$ cat config.mk
export PLATFORM = sky130hd
export DESIGN_NAME = alu_operand_sequencer_flat
export DESIGN_NICKNAME = d
export VERILOG_FILES = /design/src/rtl/alu_pkg.sv /design/src/rtl/alu_operand_sequencer_if.sv /design/src/rtl/alu_operand_sequencer_edge_detect.sv /design/src/rtl/alu_operand_sequencer.sv /design/src/flat_wrapper.sv
export SDC_FILE = /design/constraint.sdc
export NUM_CORES = 1
export LEC_CHECK = 0
export BUFFER_PORTS_ARGS = -buffer_cell sky130_fd_sc_hd__buf_4
export CORE_MARGIN = 2
export CORE_UTILIZATION = 41
export CTS_BUF_LIST = sky130_fd_sc_hd__clkbuf_4
export CTS_CLUSTER_SIZE = 20
export DETAILED_ROUTE_END_ITERATION = 8
export PLACE_DENSITY_LB_ADDON = 0.15
export SKIP_CTS_REPAIR_TIMING = 1
export SYNTH_ARGS = -nofsm -noshare
export SYNTH_HDL_FRONTEND = slang
export SYNTH_SLANG_ARGS = --single-unit
$ cat constraint.sdc
create_clock -name clk -period 2.55 [get_ports clk]
set_input_delay 0.1275 -clock clk [delete_from_list [all_inputs] [get_ports clk]]
set_output_delay 0.1275 -clock clk [all_outputs]
set_load 0.01 [all_outputs]
$ cat src/rtl/alu_pkg.sv
// Shared types and constants for the ALU operand sequencer.
// Build option: define ALU_ACCUM_EN so a load in DONE reuses the previous result as operand A.
package alu_pkg;

    localparam int unsigned ALU_WIDTH = 8;

    // Bit positions inside the packed flag vector
    localparam int unsigned FLAG_C = 0;
    localparam int unsigned FLAG_V = 1;
    localparam int unsigned FLAG_Z = 2;
    localparam int unsigned FLAG_N = 3;
    localparam int unsigned FLAG_W = 4;

    typedef enum logic [1:0] {
        WAIT_A = 2'b00,
        WAIT_B = 2'b01,
        EXEC   = 2'b10,
        DONE   = 2'b11
    } state_e;

    typedef logic [FLAG_W-1:0] flags_t;

    // Pack adder status into the flag vector; zero/negative derive from the sum alone
    function automatic flags_t make_flags(input logic [ALU_WIDTH-1:0] sum,
                                          input logic                 cout,
                                          input logic                 ov);
        flags_t f;
        f         = '0;
        f[FLAG_C] = cout;
        f[FLAG_V] = ov;
        f[FLAG_Z] = (sum == '0);
        f[FLAG_N] = sum[ALU_WIDTH-1];
        return f;
    endfunction

endpackage

$ cat src/rtl/alu_operand_sequencer_if.sv
// Board-side and adder-side signal bundle for the ALU operand sequencer.
interface alu_operand_sequencer_if
    import alu_pkg::*;
#(
    parameter int unsigned WIDTH = ALU_WIDTH
);
    logic [WIDTH-1:0] sw_in;
    logic             btn_load;
    logic             btn_clear;
    logic [WIDTH-1:0] op_a;
    logic [WIDTH-1:0] op_b;
    logic [WIDTH-1:0] sum_in;
    logic             cout_in;
    logic             ov_in;
    logic [WIDTH-1:0] result;
    logic             flag_c;
    logic             flag_v;
    logic             flag_z;
    logic             flag_n;
    logic             valid;
    logic [1:0]       state_o;

    // Sequencer side
    modport slave (
        input  sw_in, btn_load, btn_clear, sum_in, cout_in, ov_in,
        output op_a, op_b, result, flag_c, flag_v, flag_z, flag_n, valid, state_o
    );

    // Board, adder and display side
    modport master (
        output sw_in, btn_load, btn_clear, sum_in, cout_in, ov_in,
        input  op_a, op_b, result, flag_c, flag_v, flag_z, flag_n, valid, state_o
    );
endinterface

$ cat src/rtl/alu_operand_sequencer_edge_detect.sv
// Rising-edge pulse generator for an already synchronised level input.
module edge_detect (
    input  logic clk,
    input  logic rst,
    input  logic level,
    output logic pulse_c
);
    logic level_q;

    always_ff @(posedge clk or posedge rst) begin
        if (rst) begin
            level_q <= 1'b0;
        end else begin
            level_q <= level;
        end
    end

    assign pulse_c = level & ~level_q;
endmodule

$ cat src/rtl/alu_operand_sequencer.sv
// Captures adder operands on load presses and latches the adder result and flags.
// Build option: ALU_ACCUM_EN makes a load in DONE take operand A from the previous result.
module alu_operand_sequencer
    import alu_pkg::*;
#(
    parameter int unsigned WIDTH = ALU_WIDTH
) (
    input  logic                    clk,
    input  logic                    rst,
    alu_operand_sequencer_if.slave  bus
);
    state_e           state_q, state_d;
    logic [WIDTH-1:0] op_a_q, op_a_d;
    logic [WIDTH-1:0] op_b_q, op_b_d;
    logic [WIDTH-1:0] result_q, result_d;
    flags_t           flags_q, flags_d;
    logic             valid_q, valid_d;
    logic             load_p;

    edge_detect u_load_edge (
        .clk     (clk),
        .rst     (rst),
        .level   (bus.btn_load),
        .pulse_c (load_p)
    );

    always_ff @(posedge clk or posedge rst) begin
        if (rst) begin
            state_q  <= WAIT_A;
            op_a_q   <= '0;
            op_b_q   <= '0;
            result_q <= '0;
            flags_q  <= '0;
            valid_q  <= 1'b0;
        end else begin
            state_q  <= state_d;
            op_a_q   <= op_a_d;
            op_b_q   <= op_b_d;
            result_q <= result_d;
            flags_q  <= flags_d;
            valid_q  <= valid_d;
        end
    end

    // Next-state and datapath update; clear overrides everything, including a load edge
    always_comb begin
        state_d  = state_q;
        op_a_d   = op_a_q;
        op_b_d   = op_b_q;
        result_d = result_q;
        flags_d  = flags_q;
        valid_d  = valid_q;

        unique case (state_q)
            WAIT_A: begin
                if (load_p) begin
                    op_a_d  = bus.sw_in;
                    state_d = WAIT_B;
                end
            end
            WAIT_B: begin
                if (load_p) begin
                    op_b_d  = bus.sw_in;
                    state_d = EXEC;
                end
            end
            EXEC: begin
                result_d = bus.sum_in;
                flags_d  = make_flags(bus.sum_in, bus.cout_in, bus.ov_in);
                valid_d  = 1'b1;
                state_d  = DONE;
            end
            DONE: begin
                if (load_p) begin
`ifdef ALU_ACCUM_EN
                    op_a_d = result_q;
`else
                    op_a_d = bus.sw_in;
`endif
                    valid_d = 1'b0;
                    state_d = WAIT_B;
                end
            end
            default: state_d = WAIT_A;
        endcase

        if (bus.btn_clear) begin
            state_d  = WAIT_A;
            op_a_d   = '0;
            op_b_d   = '0;
            result_d = '0;
            flags_d  = '0;
            valid_d  = 1'b0;
        end
    end

    assign bus.op_a    = op_a_q;
    assign bus.op_b    = op_b_q;
    assign bus.result  = result_q;
    assign bus.flag_c  = flags_q[FLAG_C];
    assign bus.flag_v  = flags_q[FLAG_V];
    assign bus.flag_z  = flags_q[FLAG_Z];
    assign bus.flag_n  = flags_q[FLAG_N];
    assign bus.valid   = valid_q;
    assign bus.state_o = state_q;
endmodule

$ cat src/flat_wrapper.sv
// flat-port wrapper written by rule: the top's interface ports become plain ports
module alu_operand_sequencer_flat import alu_pkg::*;
#(
    parameter int unsigned WIDTH = ALU_WIDTH
)
  (clk, rst, bus_sw_in, bus_btn_load, bus_btn_clear, bus_sum_in, bus_cout_in, bus_ov_in, bus_op_a, bus_op_b, bus_result, bus_flag_c, bus_flag_v, bus_flag_z, bus_flag_n, bus_valid, bus_state_o);
  alu_operand_sequencer_if #(.WIDTH(WIDTH)) bus_i ();
  input  logic clk;
  input  logic rst;
  input wire logic [$bits(bus_i.sw_in)-1:0] bus_sw_in;
  input wire logic [$bits(bus_i.btn_load)-1:0] bus_btn_load;
  input wire logic [$bits(bus_i.btn_clear)-1:0] bus_btn_clear;
  input wire logic [$bits(bus_i.sum_in)-1:0] bus_sum_in;
  input wire logic [$bits(bus_i.cout_in)-1:0] bus_cout_in;
  input wire logic [$bits(bus_i.ov_in)-1:0] bus_ov_in;
  output wire logic [$bits(bus_i.op_a)-1:0] bus_op_a;
  output wire logic [$bits(bus_i.op_b)-1:0] bus_op_b;
  output wire logic [$bits(bus_i.result)-1:0] bus_result;
  output wire logic [$bits(bus_i.flag_c)-1:0] bus_flag_c;
  output wire logic [$bits(bus_i.flag_v)-1:0] bus_flag_v;
  output wire logic [$bits(bus_i.flag_z)-1:0] bus_flag_z;
  output wire logic [$bits(bus_i.flag_n)-1:0] bus_flag_n;
  output wire logic [$bits(bus_i.valid)-1:0] bus_valid;
  output wire logic [$bits(bus_i.state_o)-1:0] bus_state_o;
  assign bus_i.sw_in = bus_sw_in;
  assign bus_i.btn_load = bus_btn_load;
  assign bus_i.btn_clear = bus_btn_clear;
  assign bus_i.sum_in = bus_sum_in;
  assign bus_i.cout_in = bus_cout_in;
  assign bus_i.ov_in = bus_ov_in;
  assign bus_op_a = bus_i.op_a;
  assign bus_op_b = bus_i.op_b;
  assign bus_result = bus_i.result;
  assign bus_flag_c = bus_i.flag_c;
  assign bus_flag_v = bus_i.flag_v;
  assign bus_flag_z = bus_i.flag_z;
  assign bus_flag_n = bus_i.flag_n;
  assign bus_valid = bus_i.valid;
  assign bus_state_o = bus_i.state_o;
  alu_operand_sequencer #(.WIDTH(WIDTH)) u_core (.clk(clk), .rst(rst), .bus(bus_i));
endmodule
==> summary.md <==
## Clocking
* **CTS root buf** clkbuf_4
* **clock buffers created by TritonCTS** 5
* **clock latency reported for the late side of the worst-skew pair** 320 ps
* **TritonCTS Sinks** 31
* **number of H-tree levels** 2
* **clock-pin slew on the worst setup and hold paths** 80 ps
* **CTS tree** done
* **clock tree buffer depth** 2

## Layout
* **most frequent cells in the layout** buf_4 (53), dfrtp_1 (31), a21oi_1 (11), nor2_1 (11)
* **fraction of layout cells with a size suffix above 1** 0.390
* **Layout Area Growth over Synthesis** 33.5%
* **Total Nets Final** 204
* **Ant. Diodes** 0
* **most common cell after layout, fill and taps aside** buf_4

## Power
* **leak pwr** 0.914 nW
* **power density cells** 760 nW/um^2
* **worst-case vdd ir drop** 0.435 mV
* **power consumption** 1.41 mW

## Place
* **Setup Slack @ Placement** 929 ps
* **Post-DP HPWL** 2180 um
* **routability-driven placement congestion ratio** 0.695
* **number of I/O port buffers** 52

## Floorplanning
* **count of boundary I/O pins** 53
* **starting density of the core** 0.421
* **die width** 62.3 um
* **FP Rows** 21
* **die outline height** 62.3 um
* **floorplan core area** 3310 sq um
* **Die Footprint** 3890 sq um

## Synth
* **synthesized instance count** 125
* **number of synthesized register bits** 31
* **syn avg cell area** 11.2 sq um
* **count of different cell masters after synthesis** 22
* **number of nets in the synthesized netlist** 151
* **Mapped Area** 1400 sq um
* **number of warnings reported in the yosys synthesis log** 0
* **sequential element share of the synthesized area** 0.556

## Drt
* **Met1 Routed Length** 1290 um
* **WL per Instance** 13.3 um
* **Top Metal Used** met4
* **first-pass iteration count of the detailed router** 4
* **total wire length after detailed routing** 2980 um
* **vias** 1,076
* **post-route ant nets** 0
* **number of design-rule violations left by the first detailed-router iteration** 30
* **drt via density** 4.83
* **routed wire length on met2** 1390 um
* **met3 wire len** 227 um
* **number of design rule violations left after detail routing** 0

## STA
* **Worst Max-Slew Pin Slew** 915 ps
* **Worst Clk Skew** 3.32 ps
* **fin crit share** 0.642
* **top achievable clock speed** 611 MHz
* **setup repair after global routing missed its margin** no
* **count of final hold-check violations** 0
* **final setup fails** 0
* **min Tclk post-route** 1640 ps
* **number of pins exceeding their max-slew limit in the final report** 0
* **sum of negative setup slack** 0 ps
* **minimum hold slack** 0.332 ps
* **worst setup margin** 914 ps
* **worst slew slack as a fraction of its limit** 0.390

## Critical path
* **beginning of the critical path** u_core.bus.state_o[0]
* **cell breakdown of the critical path** inv_1 -> ha_1 -> a21oi_4 -> mux2_2
* **type of element capturing the critical path** flip-flop
* **cell with the largest stage delay on the worst path** dfrtp_1
* **slowest stage delay, CP** 450 ps
* **required arrival time at the worst endpoint** 2770 ps
* **RR Startpoint** u_core.bus.state_o[0]
* **arrival time reported for the critical path endpoint** 1850 ps
* **CP Class** reg -> reg
* **sort of element at the start of the critical path** flip-flop
* **highest net fanout along the worst path** 8

## Run status
* **status** finished clean

## GRT
* **initial antenna violation count** 0
* **wire length of the first global-routing pass** 4990 um
* **Overall Global Routing Usage** 0.167
* **GRT overflow** 0
* **vias in the first global route** 1,100
* **pin count of the biggest net entering global routing** 32

## Run
* **MaxCap Viol Count** 0

## Min path
* **Min-Delay Path Class** in -> async

[logic make-up after synthesis]
| group | after synthesis | synth area share |
|---|---|---|
| muxes | 18 | 0.136 |
| buffers and inverters | 11 | 0.0395 |
| adders and majority gates | 4 | 0.0359 |
| and+or+nand+nor | 46 | 0.165 |
| DFF | 31 | 0.556 |
| AOI/OAI and AO/OA | 15 | 0.0673 |
[final cells by class]
cell class	count	area (sq um)
Clock buffer	6	45.0
Fill cell	312	1450
Timing Repair Buffer	54	408
Inverter	3	11.3
Multi-Input combinational cell	83	564
Tap cell	46	57.6
Sequential cell	31	776
[metal layers]
| metal | GRT usage | vias up |
|---|---|---|
| met5 | 0 | - |
| met4 | 0.0806 | 0 |
| met3 | 0.0761 | 7 |
| met2 | 0.265 | 40 |
| met1 | 0.192 | 502 |
| li1 | - | 527 |
[worst paths after layout]
check | slack (ps) | cells after the start | to
min | 0.3 | 2 | u_core.bus.result[7]
max reg2reg | 910 | 4 | u_core.bus.op_a[1]
min reg2reg | 510 | 1 | u_core.bus.op_a[2]
min in group clk | 50 | 3 | u_core.flags_q[1]
max in group asynchronous | 1900 | 3 | u_core.flags_q[2]
max | 910 | 4 | u_core.bus.op_a[1]
[Yosys cell counts]
cell / number / area (sq um)
clkbuf_1: 1 / 3.75
nor2b_1: 8 / 50.1
o21bai_1: 1 / 7.51
buf_2: 5 / 25.0
o21a_1: 1 / 7.51
nand2_1: 10 / 37.5
nand3b_1: 1 / 7.51
ha_1: 4 / 50.1
mux2i_1: 10 / 100
nor3_1: 2 / 10.0
nand3_1: 9 / 45.0
nor2b_4: 1 / 13.8
nand2b_1: 2 / 12.5
nor2_1: 11 / 41.3
a21oi_4: 1 / 16.3
dfrtp_1: 31 / 776
a21o_1: 1 / 7.51
mux2_2: 8 / 90.1
buf_4: 2 / 15.0
nor4_1: 2 / 12.5
a21oi_1: 11 / 55.1
inv_1: 3 / 11.3
[stage by stage]
step / utilization / cells / instance area (sq um)
after floorplan: - / 125 / 1400
after CTS: 0.559 / 222 / 1850
after global routing: 0.562 / 223 / 1860
after detailed placement: 0.546 / 216 / 1810
after global placement: 0.546 / 216 / 1810
final: 0.562 / 223 / 1860
[where the power goes]
part           internal (mW)  total [mW]  switching (mW)
Sequential             0.573       0.636          0.0629
Clock                  0.108       0.257           0.149
Combinational          0.263       0.520           0.258
Total                  0.944        1.41           0.470
[sequential cells by signal, summed over array words and instances, names as in the netlist]
signal,flops
u_core.bus.op_b,8
u_core.bus.valid,1
u_core.bus.result,8
u_core.flags_q,3
u_core.bus.op_a,8
u_core.u_load_edge.level_q,1
u_core.bus.state_o,2
[critical path, delay by kind of cell, from the launching register on]
kind | cells | cell delay [ps]
flops | 1 | 450
mux | 1 | 370
fa+ha+maj | 1 | 350
compound gates | 1 | 280
buf+inv | 1 | 70
(Power assumes the default switching activity.)
